**config.mk**
```make
export PLATFORM = sky130hd
export DESIGN_NAME = column_ram_bist_flat
export DESIGN_NICKNAME = d
export VERILOG_FILES = /design/src/rtl/column_ram_bist_if.sv /design/src/rtl/column_ram_bist.sv /design/src/flat_wrapper.sv
export SDC_FILE = /design/constraint.sdc
export NUM_CORES = 1
export LEC_CHECK = 0
export ABC_AREA = 1
export BUFFER_PORTS_ARGS = -buffer_cell sky130_fd_sc_hd__buf_2
export CAP_MARGIN = 20
export CELL_PAD_IN_SITES_DETAIL_PLACEMENT = 0
export CELL_PAD_IN_SITES_GLOBAL_PLACEMENT = 1
export CORE_AREA = 3 3 312 314
export CTS_CLUSTER_DIAMETER = 50
export DETAILED_ROUTE_END_ITERATION = 10
export DIE_AREA = 0 0 315 317
export GPL_TIMING_DRIVEN = 0
export PLACE_DENSITY_LB_ADDON = 0.1
export SETUP_SLACK_MARGIN = 0.02
export SLEW_MARGIN = 10
export SYNTH_ARGS = -nofsm -noshare
export SYNTH_HDL_FRONTEND = slang
export SYNTH_SLANG_ARGS = --single-unit
export TNS_END_PERCENT = 5
```
**constraint.sdc**
```tcl
create_clock -name sys_clk -period 2.95 [get_ports sys_clk]
set_input_delay 0.1475 -clock sys_clk [delete_from_list [all_inputs] [get_ports sys_clk]]
set_output_delay 0.1475 -clock sys_clk [all_outputs]
set_load 0.01 [all_outputs]
```
**src/rtl/column_ram_bist_if.sv**
```systemverilog
// -----------------------------------------------------------------------------
// column_ram_bist_if
// Write/read bus between the BIST engine and the column message RAM.
//   ram_din  : write data, channel c at [c*QUAN_SIZE +: QUAN_SIZE]
//   ram_addr : word address
//   ram_we   : write enable
//   ram_dout : read data, same packing as ram_din
// master = BIST engine side, slave = RAM side.
// -----------------------------------------------------------------------------
interface column_ram_bist_if #(
    parameter int unsigned QUAN_SIZE         = 4,
    parameter int unsigned CHECK_PARALLELISM = 85,
    parameter int unsigned DEPTH             = 1024,
    parameter int unsigned ADDR              = $clog2(DEPTH)
) ();
    logic [CHECK_PARALLELISM*QUAN_SIZE-1:0] ram_din;
    logic [ADDR-1:0]                        ram_addr;
    logic                                   ram_we;
    logic [CHECK_PARALLELISM*QUAN_SIZE-1:0] ram_dout;

    modport master (
        output ram_din,
        output ram_addr,
        output ram_we,
        input  ram_dout
    );

    modport slave (
        input  ram_din,
        input  ram_addr,
        input  ram_we,
        output ram_dout
    );
endinterface

```
**src/rtl/column_ram_bist.sv**
```systemverilog
// -----------------------------------------------------------------------------
// column_ram_bist
// Built-in self-test for the column message RAM: writes every address with a
// selectable pattern, reads everything back and compares every channel.
// Ports:
//   sys_clk, rstn      : clock, asynchronous active-low reset
//   start              : run request, accepted in IDLE only
//   pattern_sel        : 0 zeros, 1 ones, 2 checkerboard, 3 (addr+channel)
//   err_inject         : (only with COLUMN_RAM_BIST_ERR_INJECT_EN) flip bit 0 of
//                        channel 0 in the word written at address 0
//   ram                : RAM bus (column_ram_bist_if.master)
//   busy, done         : run in progress / one-cycle completion pulse
//   pass, err_cnt      : result of the last run, number of bad words
//   first_err_addr/mask: first failing address and its per-channel mismatch
// Optional feature macro: COLUMN_RAM_BIST_ERR_INJECT_EN
// -----------------------------------------------------------------------------
module column_ram_bist #(
    parameter int unsigned QUAN_SIZE         = 4,
    parameter int unsigned CHECK_PARALLELISM = 85,
    parameter int unsigned DEPTH             = 1024,
    parameter int unsigned ADDR              = $clog2(DEPTH),
    parameter int unsigned RD_LATENCY        = 1
) (
    input  logic                         sys_clk,
    input  logic                         rstn,
    input  logic                         start,
    input  logic [1:0]                   pattern_sel,
`ifdef COLUMN_RAM_BIST_ERR_INJECT_EN
    input  logic                         err_inject,
`endif
    column_ram_bist_if.master            ram,
    output logic                         busy,
    output logic                         done,
    output logic                         pass,
    output logic [ADDR:0]                err_cnt,
    output logic [ADDR-1:0]              first_err_addr,
    output logic [CHECK_PARALLELISM-1:0] first_err_mask
);
    localparam int unsigned W  = CHECK_PARALLELISM * QUAN_SIZE;
    localparam int unsigned DW = $clog2(RD_LATENCY + 1);

    typedef enum logic [2:0] {StIdle, StWrite, StRead, StDrain, StDone} state_e;

    state_e                         state_q;
    logic [1:0]                     pat_q;
    logic [DW-1:0]                  drain_q;
    logic [ADDR-1:0]                addr_inc;

    // Expected word, its address and a valid bit, delayed to line up with ram_dout.
    logic [RD_LATENCY-1:0]          pv_q;
    logic [W-1:0]                   pe_q [RD_LATENCY];
    logic [ADDR-1:0]                pa_q [RD_LATENCY];

    logic [CHECK_PARALLELISM-1:0]   chan_mis;
    logic                           word_mis;
    logic [ADDR:0]                  err_cnt_nxt;

    function automatic logic [W-1:0] pattern(input logic [ADDR-1:0] a, input logic [1:0] sel);
        logic [W-1:0]         w;
        logic [QUAN_SIZE-1:0] alt;
        logic [31:0]          sum;
        w = '0;
        // 1010... alternation: odd bit positions set
        for (int i = 0; i < int'(QUAN_SIZE); i++) begin
            alt[i] = (i % 2 == 1);
        end
        for (int c = 0; c < int'(CHECK_PARALLELISM); c++) begin
            sum = 32'(a) + 32'(c);
            case (sel)
                2'd0:    w[c*QUAN_SIZE +: QUAN_SIZE] = '0;
                2'd1:    w[c*QUAN_SIZE +: QUAN_SIZE] = '1;
                2'd2:    w[c*QUAN_SIZE +: QUAN_SIZE] = (a[0] ^ (c % 2 == 1)) ? ~alt : alt;
                default: w[c*QUAN_SIZE +: QUAN_SIZE] = sum[QUAN_SIZE-1:0];
            endcase
        end
        return w;
    endfunction

    assign addr_inc = ram.ram_addr + 1'b1;

    always_comb begin
        chan_mis = '0;
        for (int c = 0; c < int'(CHECK_PARALLELISM); c++) begin
            chan_mis[c] = ram.ram_dout[c*QUAN_SIZE +: QUAN_SIZE]
                          != pe_q[RD_LATENCY-1][c*QUAN_SIZE +: QUAN_SIZE];
        end
        word_mis    = pv_q[RD_LATENCY-1] && (|chan_mis);
        err_cnt_nxt = err_cnt;
        if (word_mis && (err_cnt != '1)) begin
            err_cnt_nxt = err_cnt + 1'b1;
        end
    end

    always_ff @(posedge sys_clk or negedge rstn) begin
        if (!rstn) begin
            state_q        <= StIdle;
            pat_q          <= '0;
            drain_q        <= '0;
            ram.ram_din    <= '0;
            ram.ram_addr   <= '0;
            ram.ram_we     <= 1'b0;
            busy           <= 1'b0;
            done           <= 1'b0;
            pass           <= 1'b0;
            err_cnt        <= '0;
            first_err_addr <= '0;
            first_err_mask <= '0;
            pv_q           <= '0;
            for (int i = 0; i < int'(RD_LATENCY); i++) begin
                pe_q[i] <= '0;
                pa_q[i] <= '0;
            end
        end else begin
            // The address on the bus now returns data RD_LATENCY cycles later.
            pv_q[0] <= (state_q == StRead);
            pe_q[0] <= pattern(ram.ram_addr, pat_q);
            pa_q[0] <= ram.ram_addr;
            for (int i = 1; i < int'(RD_LATENCY); i++) begin
                pv_q[i] <= pv_q[i-1];
                pe_q[i] <= pe_q[i-1];
                pa_q[i] <= pa_q[i-1];
            end

            err_cnt <= err_cnt_nxt;
            // err_cnt never returns to zero within a run, so zero means "no error yet".
            if (word_mis && (err_cnt == '0)) begin
                first_err_addr <= pa_q[RD_LATENCY-1];
                first_err_mask <= chan_mis;
            end

            unique case (state_q)
                StIdle: begin
                    if (start) begin
                        state_q        <= StWrite;
                        pat_q          <= pattern_sel;
                        busy           <= 1'b1;
                        pass           <= 1'b0;
                        err_cnt        <= '0;
                        first_err_addr <= '0;
                        first_err_mask <= '0;
                        ram.ram_addr   <= '0;
                        ram.ram_we     <= 1'b1;
                        // Address 0 is loaded on this edge, so this is the only
                        // point where the injection request matters.
`ifdef COLUMN_RAM_BIST_ERR_INJECT_EN
                        ram.ram_din    <= pattern('0, pattern_sel) ^ W'(err_inject);
`else
                        ram.ram_din    <= pattern('0, pattern_sel);
`endif
                    end
                end
                StWrite: begin
                    if (ram.ram_addr == ADDR'(DEPTH - 1)) begin
                        state_q      <= StRead;
                        ram.ram_addr <= '0;
                        ram.ram_we   <= 1'b0;
                        ram.ram_din  <= '0;
                    end else begin
                        ram.ram_addr <= addr_inc;
                        ram.ram_din  <= pattern(addr_inc, pat_q);
                    end
                end
                StRead: begin
                    if (ram.ram_addr == ADDR'(DEPTH - 1)) begin
                        state_q      <= StDrain;
                        ram.ram_addr <= '0;
                        drain_q      <= '0;
                    end else begin
                        ram.ram_addr <= addr_inc;
                    end
                end
                StDrain: begin
                    drain_q <= drain_q + 1'b1;
                    if (drain_q == DW'(RD_LATENCY - 1)) begin
                        state_q <= StDone;
                        done    <= 1'b1;
                        // Last compare lands on this edge; use the updated count.
                        pass    <= (err_cnt_nxt == '0);
                    end
                end
                StDone: begin
                    state_q <= StIdle;
                    done    <= 1'b0;
                    busy    <= 1'b0;
                end
                default: state_q <= StIdle;
            endcase
        end
    end
endmodule

```
**src/flat_wrapper.sv**
```systemverilog
// flat-port wrapper written by rule: the top's interface ports become plain ports
module column_ram_bist_flat 
#(
    parameter int unsigned QUAN_SIZE         = 4,
    parameter int unsigned CHECK_PARALLELISM = 85,
    parameter int unsigned DEPTH             = 1024,
    parameter int unsigned ADDR              = $clog2(DEPTH),
    parameter int unsigned RD_LATENCY        = 1
)
  (sys_clk, rstn, start, pattern_sel, busy, done, pass, err_cnt, first_err_addr, first_err_mask, ram_ram_din, ram_ram_addr, ram_ram_we, ram_ram_dout);
  column_ram_bist_if #(.QUAN_SIZE(QUAN_SIZE), .CHECK_PARALLELISM(CHECK_PARALLELISM), .DEPTH(DEPTH), .ADDR(ADDR)) ram_i ();
  input  logic sys_clk;
  input  logic rstn;
  input  logic start;
  input  logic [1:0] pattern_sel;
  output logic busy;
  output logic done;
  output logic pass;
  output logic [ADDR:0] err_cnt;
  output logic [ADDR-1:0] first_err_addr;
  output logic [CHECK_PARALLELISM-1:0] first_err_mask;
  output wire logic [$bits(ram_i.ram_din)-1:0] ram_ram_din;
  output wire logic [$bits(ram_i.ram_addr)-1:0] ram_ram_addr;
  output wire logic [$bits(ram_i.ram_we)-1:0] ram_ram_we;
  input wire logic [$bits(ram_i.ram_dout)-1:0] ram_ram_dout;
  assign ram_ram_din = ram_i.ram_din;
  assign ram_ram_addr = ram_i.ram_addr;
  assign ram_ram_we = ram_i.ram_we;
  assign ram_i.ram_dout = ram_ram_dout;
  column_ram_bist #(.QUAN_SIZE(QUAN_SIZE), .CHECK_PARALLELISM(CHECK_PARALLELISM), .DEPTH(DEPTH), .ADDR(ADDR), .RD_LATENCY(RD_LATENCY)) u_core (.sys_clk(sys_clk), .rstn(rstn), .start(start), .pattern_sel(pattern_sel), .ram(ram_i), .busy(busy), .done(done), .pass(pass), .err_cnt(err_cnt), .first_err_addr(first_err_addr), .first_err_mask(first_err_mask));
endmodule
```
# Word level (Yosys, flattened, before mapping)
# Cells that the tools add are included.
[op_classes]
n_addsub = 171
multipliers = 0
n_lt_le_gt_ge = 0
bitwise_logic = 0
reduce_logical = 25
div_mod_pow = 0
n_eq_ne = 99
shift = 0
n_mux = 220
[ops]
columns = ["operator", "count"]
rows = [
  ["$pmux W4 S3", 182],
  ["$mux W340", 2],
  ["$pmux W340 S2", 1],
  ["$ne A4 B4 Y1", 85],
  ["$add A4 B4 Y4 const B", 80],
  ["$mux W85", 3],
  ["$add A4 B3 Y4 const B", 42],
  ["$add A4 B2 Y4 const B", 24],
  ["$add A4 B1 Y4 const B", 22],
  ["$reduce_or A85 Y1", 1],
  ["$mux W10", 5],
  ["$mux W11", 3],
  ["$pmux W4 S2", 4],
  ["$logic_not A11 Y1", 2],
  ["$pmux W10 S2", 1],
  ["$mux W4", 4],
  ["$mux W3", 4],
  ["$pmux W3 S4", 1],
  ["$reduce_and A2 Y1", 6],
  ["$reduce_bool A2 Y1", 6],
  ["$add A11 B1 Y11 const B", 1],
  ["$ne A11 B11 Y1 const B", 1],
  ["$add A10 B1 Y10 const B", 1],
  ["$eq A10 B10 Y1 const B", 1],
  ["other kinds (16)", 33],
]
[word_totals]
wordCells = 530
reg_bits = 817
mem_bits_rw = 0
romBits = 0
latchBits = 0
mem_count = 0
out_inout_bits = 460
in_bits = 345

# Longest topological paths before layout
[depth]
depth_word = 8
depth_mapped = 22
mapped_depth_nobuf = 20

# Least setup slack after synthesis
# No wires, ideal clock.
[synth_path]
path_kind = "reg2reg"
from = "reg u_core.ram.ram_addr[0]"
to = "reg u_core.ram.ram_din[335]"
path_stages_with_launch = 12
path_buffers = 1
setup_slack_ns = 0.639
arrival_ns = 2.233
period_less_slack_ns = 2.311
cell_sequence = "dfrtp_1 > clkbuf_1 > clkinv_1 > ha_1 > inv_1 > ha_1 > a21oi_1 > xor2_1 > nand2_1 > nand2_1 > nand2_1 > a21oi_1"
[synth_via]
elab_chain_len = 5
elab_cells_between_ends = 7
[synth_rtl]
columns = ["element", "line_no", "rtl"]
rows = [
  ["start: declaration", "column_ram_bist_if.sv:23", "output ram_addr,"],
  ["start signal: assignment", "column_ram_bist.sv:159", "ram.ram_addr <= addr_inc;"],
  ["start signal: assignment", "column_ram_bist.sv:169", "ram.ram_addr <= addr_inc;"],
  ["$add A10 B1 Y10", "column_ram_bist.sv:79", "assign addr_inc = ram.ram_addr + 1'b1;"],
  ["$add A4 B2 Y4 / $mux W4 (equally long branches)", "column_ram_bist.sv:68, column_ram_bist.sv:72", ""],
  ["$pmux W4 S3", "column_ram_bist.sv:69", "case (sel)"],
  ["$mux W340 *", "column_ram_bist.sv:153", "if (ram.ram_addr == ADDR'(DEPTH - 1)) begin"],
  ["$pmux W340 S2 *", "column_ram_bist.sv:131", "unique case (state_q)"],
  ["end signal: assignment", "column_ram_bist.sv:148", "ram.ram_din <= pattern('0, pattern_sel);"],
  ["end signal: assignment", "column_ram_bist.sv:160", "ram.ram_din <= pattern(addr_inc, pat_q);"],
  ["end: declaration", "column_ram_bist_if.sv:22", "output ram_din,"],
]
# Every way passes the cells marked *; elsewhere a longest branch is shown, timed or not.
# A chain may end at the register's enable or synchronous reset.

# Final worst setup path
[layout_path]
from = "reg u_core.pe_q[286] in the netlist's numbering"
to = "reg u_core.first_err_mask[79]"
[layout_via]
elab_chain_len = 7
[layout_rtl]
columns = ["element", "line_no", "rtl"]
rows = [
  ["start: declaration", "column_ram_bist.sv:51", "logic [W-1:0] pe_q [RD_LATENCY];"],
  ["start signal: indexed assignment", "column_ram_bist.sv:120", "pe_q[i] <= pe_q[i-1];"],
  ["$ne A4 B4 Y1 *", "column_ram_bist.sv:85", "!= pe_q[RD_LATENCY-1][c*QUAN_SIZE +: QUAN_SIZE];"],
  ["$reduce_or A85 Y1 *", "column_ram_bist.sv:87", "word_mis = pv_q[RD_LATENCY-1] && (|chan_mis);"],
  ["$logic_and A1 B1 Y1 *", "column_ram_bist.sv:87", ""],
  ["$logic_and A1 B1 Y1 *", "column_ram_bist.sv:126", "if (word_mis && (err_cnt == '0)) begin"],
  ["$mux W85 *", "column_ram_bist.sv:126", ""],
  ["$mux W85", "column_ram_bist.sv:133", "if (start) begin"],
  ["$mux W85 *", "column_ram_bist.sv:131", ""],
  ["end signal: assignment", "column_ram_bist.sv:128", "first_err_mask <= chan_mis;"],
  ["end: declaration", "column_ram_bist.sv:37", "output logic [CHECK_PARALLELISM-1:0] first_err_mask"],
]
# Marked as above.

==> impl_metrics.csv <==
group,metric,value,unit
status,status,"complete, no violations",
synth,synthDistinctLibCells,35,
floorplan,die_w,315,µm
synth,yosysWarnings,0,
cts,cts_root_buf,"clkbuf_16",
worst_setup_path,cp_top_family,"simple AND/OR/NAND/NOR gates",
worst_setup_path,end_kind,"flop",
grt,grt_max_degree,84,
worst_setup_path,reg2reg_to,"u_core.first_err_mask[79]$_DFF_PN0_",
grt,grt_antenna_before_repair,16,
synth,synth_area,16600,µm²
place,place_area,22300,µm²
worst_setup_path,critPathMaxStageDelay,0.49,ns
final_layout,final_cell_mix,"820 x buf_2, 773 x nand2_1, 340 x buf_4",
worst_setup_path,cp_common_cell,"nand2_1",
route,drt_iter0_drc,935,
power,clkPwrFrac,40.3,%
cts,worstSkewPairLatency,0.50,ns
route,vias,18000,
sta,setup_viol,0,
route,first_pass_iters,5,
worst_setup_path,crit_required,3.35,ns
place,place_inst,4575,
grt,grt_usage,19.9,%
cts,cts.sinks,198,
route,drc_errors,0,
grt,grt_pass1_wl,139000,µm
worst_setup_path,criticalPathCategory,"flop to flop",
final_layout,nets,3722,
synth,ys_top_cells_by_area,"dfrtp_1 30%, nand2_1 18%, buf_4 14%",
worst_setup_path,rrSetupSlack,0.05,ns
flow_run,maxCapViolations,0,
worst_setup_path,cp.arrival,3.30,ns
cts,cts_tree,"yes",
floorplan,initial_core_util,17.5,%
sta,hold_ws,0.0439,ns
synth,syn_inst,2502,
sta,period_minus_slack,2.90,ns
power,switching_power,1840,µW
sta,min_period_over_period,98.4,%
sta,tns,0,ns
sta,fmax,344,MHz
power,power_frac_seq,45.0,%
worst_setup_path,path_depth,18,
synth,ys_async_sr_fraction,100,%
worst_setup_path,cp_max_fo,10,
floorplan,core_area,94900,µm²
worst_hold_path,hold_path_end,"u_core.first_err_mask[29]$_DFF_PN0_",
sta,skew,0.0216,ns
route,vias_per_cell,3.88,
worst_setup_path,crit_chain,"buf_2 -> nand2_1 -> nand2_1 -> nor2_1 -> nand2_1 -> nor2_2 -> nand2_1 -> nor2_1 -> nand2_1 -> nor2_4 -> nand3_4 -> nand2_2 -> inv_2 -> nand2_4 -> inv_8 -> clkbuf_16 -> buf_12 -> a31oi_1",
place,post-dp-hpwl,85500,µm
worst_hold_path,hp-class,"input pin to flop",
final_layout,syn2layout_area_growth,45.9,%
power,ir_drop,453,µV
route,avgRoutedWirePerCell,22.3,µm
power,leakage,0.0135,µW
power,p_comb_share,14.7,%
cts,tritoncts.num_buffers,17,
cts,clk_pin_slew,0.08,ns
sta,setup_slack,0.0459,ns
worst_setup_path,crit_slowest_cell,"dfrtp_2",
worst_hold_path,worstHoldStart,"ram_ram_dout[116]",
sta,drv_slew,0,
worst_setup_path,cp_num_buf_inv,5,
power,powerDensity,248,nW/µm²
floorplan,io-pin-count,805,
sta,relSlewSlack,30.7,%
grt,grt_remaining_overflow,0,
worst_hold_path,worstHoldPathCells,4,
worst_setup_path,r2r_cells,18,
synth,ys_seq_area_share,29.8,%
grt,grt_pass1_vias,17800,
sta,grt_setup_unrepaired,"true",
final_layout,layout.cells.non_filler,4641,
final_layout,layout_commonest_cell,"buf_2",
final_layout,layout-drive-gt1-share,43.0,%
place,gp_congestion,0.804,
route,routed_wl,103000,µm
synth,dominantRegCellSynth,"dfrtp_1",
synth,synth_top_area_cell,"dfrtp_1",
final_layout,fillers,10800,
power,p_int,4190,µW
floorplan,die_area,99900,µm²
sta,worst_pin_slew,1.04,ns
worst_setup_path,start_kind,"flop",
worst_setup_path,reg2reg_from,"u_core.pe_q[286]$_DFF_PN0_",
final_layout,finalInstanceArea,24200,µm²
synth,synth_edf_count,0,
synth,synth_seq_cells,198,
sta,hold_viol,0,
place,port_buffers,804,
cts,clock_path_buffers,2,
synth,synthesis.nets,2868,
synth,yosysTopAreaCellShare,29.8,%
floorplan,dieHeight,317,µm
synth,syn-mean-instance-area,6.64,µm²
power,swShare,30.5,%
floorplan,num_rows,113,
cts,h-tree-depth,4,
place,pre_cts_slack,-1.54,ns
route,ant_nets,0,
==> Yosys cell counts (4+ instances only) <==
cell / n
inv_2: 10
inv_1: 265
buf_6: 16
clkbuf_1: 39
buf_2: 35
o21ai_0: 113
nand2_1: 808
ha_1: 21
xnor2_1: 43
a31oi_1: 78
buf_4: 316
or2_2: 4
nor3_1: 43
dfrtp_1: 198
nor4_1: 4
nand3_1: 15
a21oi_1: 71
nor2_1: 250
nand4_1: 10
xor2_1: 124
nor2_2: 4
o21ai_1: 17
==> through the flow <==
step,total power (µW),util [%]
after floorplan,3070,-
after detailed placement,3570,23.5
after CTS,6110,24.9
final,6030,25.6
after global routing,6330,25.5
after global placement,3560,23.4
==> worst register-to-register path: cells and delay by family, from the launching register on <==
kind	cells	cell delay [ns]
and+or+nand+nor	12	1.44
buffers and inverters	5	0.70
DFF	1	0.49
AOI/OAI and AO/OA	1	0.19
==> layout make-up <==
| type | instances | area, µm² | share of cell area [%] |
|---|---|---|---|
| Inverter | 277 | 1070 | 4.43 |
| Antenna cell | 7 | 17.5 | 0.0722 |
| Clock inverter | 11 | 108 | 0.444 |
| Multi-Input combinational cell | 1618 | 8430 | 34.8 |
| Clock buffer | 21 | 440 | 1.82 |
| Sequential cell | 198 | 4970 | 20.5 |
| Tap cell | 1265 | 1580 | 6.53 |
| Buffer | 407 | 3200 | 13.2 |
| Timing Repair Buffer | 837 | 4430 | 18.3 |
==> cells by family (layout without fill, tap and decap cells) <==
kind of cell / count (synthesis) / in the layout / share of synthesized area [%]
xor gates and xnor gates: 167 / 167 / 8.80
AOI/OAI and AO/OA: 288 / 288 / 9.43
and+or+nand+nor: 1142 / 1142 / 26.8
buffers and inverters: 686 / 1553 / 23.6
adders and majority gates: 21 / 21 / 1.58
other: 0 / 7 / 0
DFF: 198 / 198 / 29.8
==> power by group through the flow <==
stage                     Combinational, µW  Sequential [µW]  Clock [µW]
final                                   884             2710        2430
after global routing                    991             2710        2630
after CTS                               865             2710        2530
after detailed placement                807             2770           0
after global placement                  797             2770           0
after floorplan                         308             2770           0
==> per-layer routing <==
| metal | share of wire [%] | vias up | global-route usage [%] | wire length (µm) |
|---|---|---|---|---|
| met4 | 1.4 | 8 | 3.49 | 1490 |
| met2 | 53 | 533 | 37.6 | 54400 |
| met5 | 0.053 | - | 0 | 55 |
| met1 | 40 | 8310 | 23.5 | 41800 |
| li1 | - | 9089 | - | - |
| met3 | 5.4 | 57 | 3.86 | 5560 |
==> worst max-delay path by stage <==
| stage | from | to | slack (ns) |
|---|---|---|---|
| 3_5_place_dp | u_core.pe_q[281]$_DFF_PN0_ | u_core.first_err_mask[3]$_DFF_PN0_ | -1.54 |
| 6_report | u_core.pe_q[286]$_DFF_PN0_ | u_core.first_err_mask[79]$_DFF_PN0_ | 0.05 |
| 5_1_grt | u_core.pe_q[281]$_DFF_PN0_ | u_core.pass$_DFFE_PN0P_ | -0.12 |
| 3_3_place_gp | rstn | u_core.ram.ram_din[318]$_DFFE_PN0P_ | -2.58 |
| 4_1_cts | u_core.pe_q[284]$_DFF_PN0_ | u_core.pass$_DFFE_PN0P_ | -0.07 |
| 2_1_floorplan | u_core.ram.ram_addr[0]$_DFFE_PN0P_ | u_core.ram.ram_din[335]$_DFFE_PN0P_ | 0.64 |
==> sequential cells by signal, indices dropped and copies added, names as in the netlist, 2 cells and up <==
signal                 count
u_core.pat_q               2
u_core.pa_q               10
u_core.ram.ram_din        31
u_core.ram.ram_addr       10
u_core.pe_q               30
u_core.first_err_mask     85
u_core.state_q             3
u_core.err_cnt            11
u_core.first_err_addr     10
==> what timing repair did <==
action,CTS,global route
setup endpoints to repair,137,132
setup buffers,7,15
gates resized for setup,203,193
endpoints found under the hold margin,68,0
cloned,0,2
hold buffers,5,0
pin swaps,19,53
No activity file was read; power rests on OpenSTA's default activity.
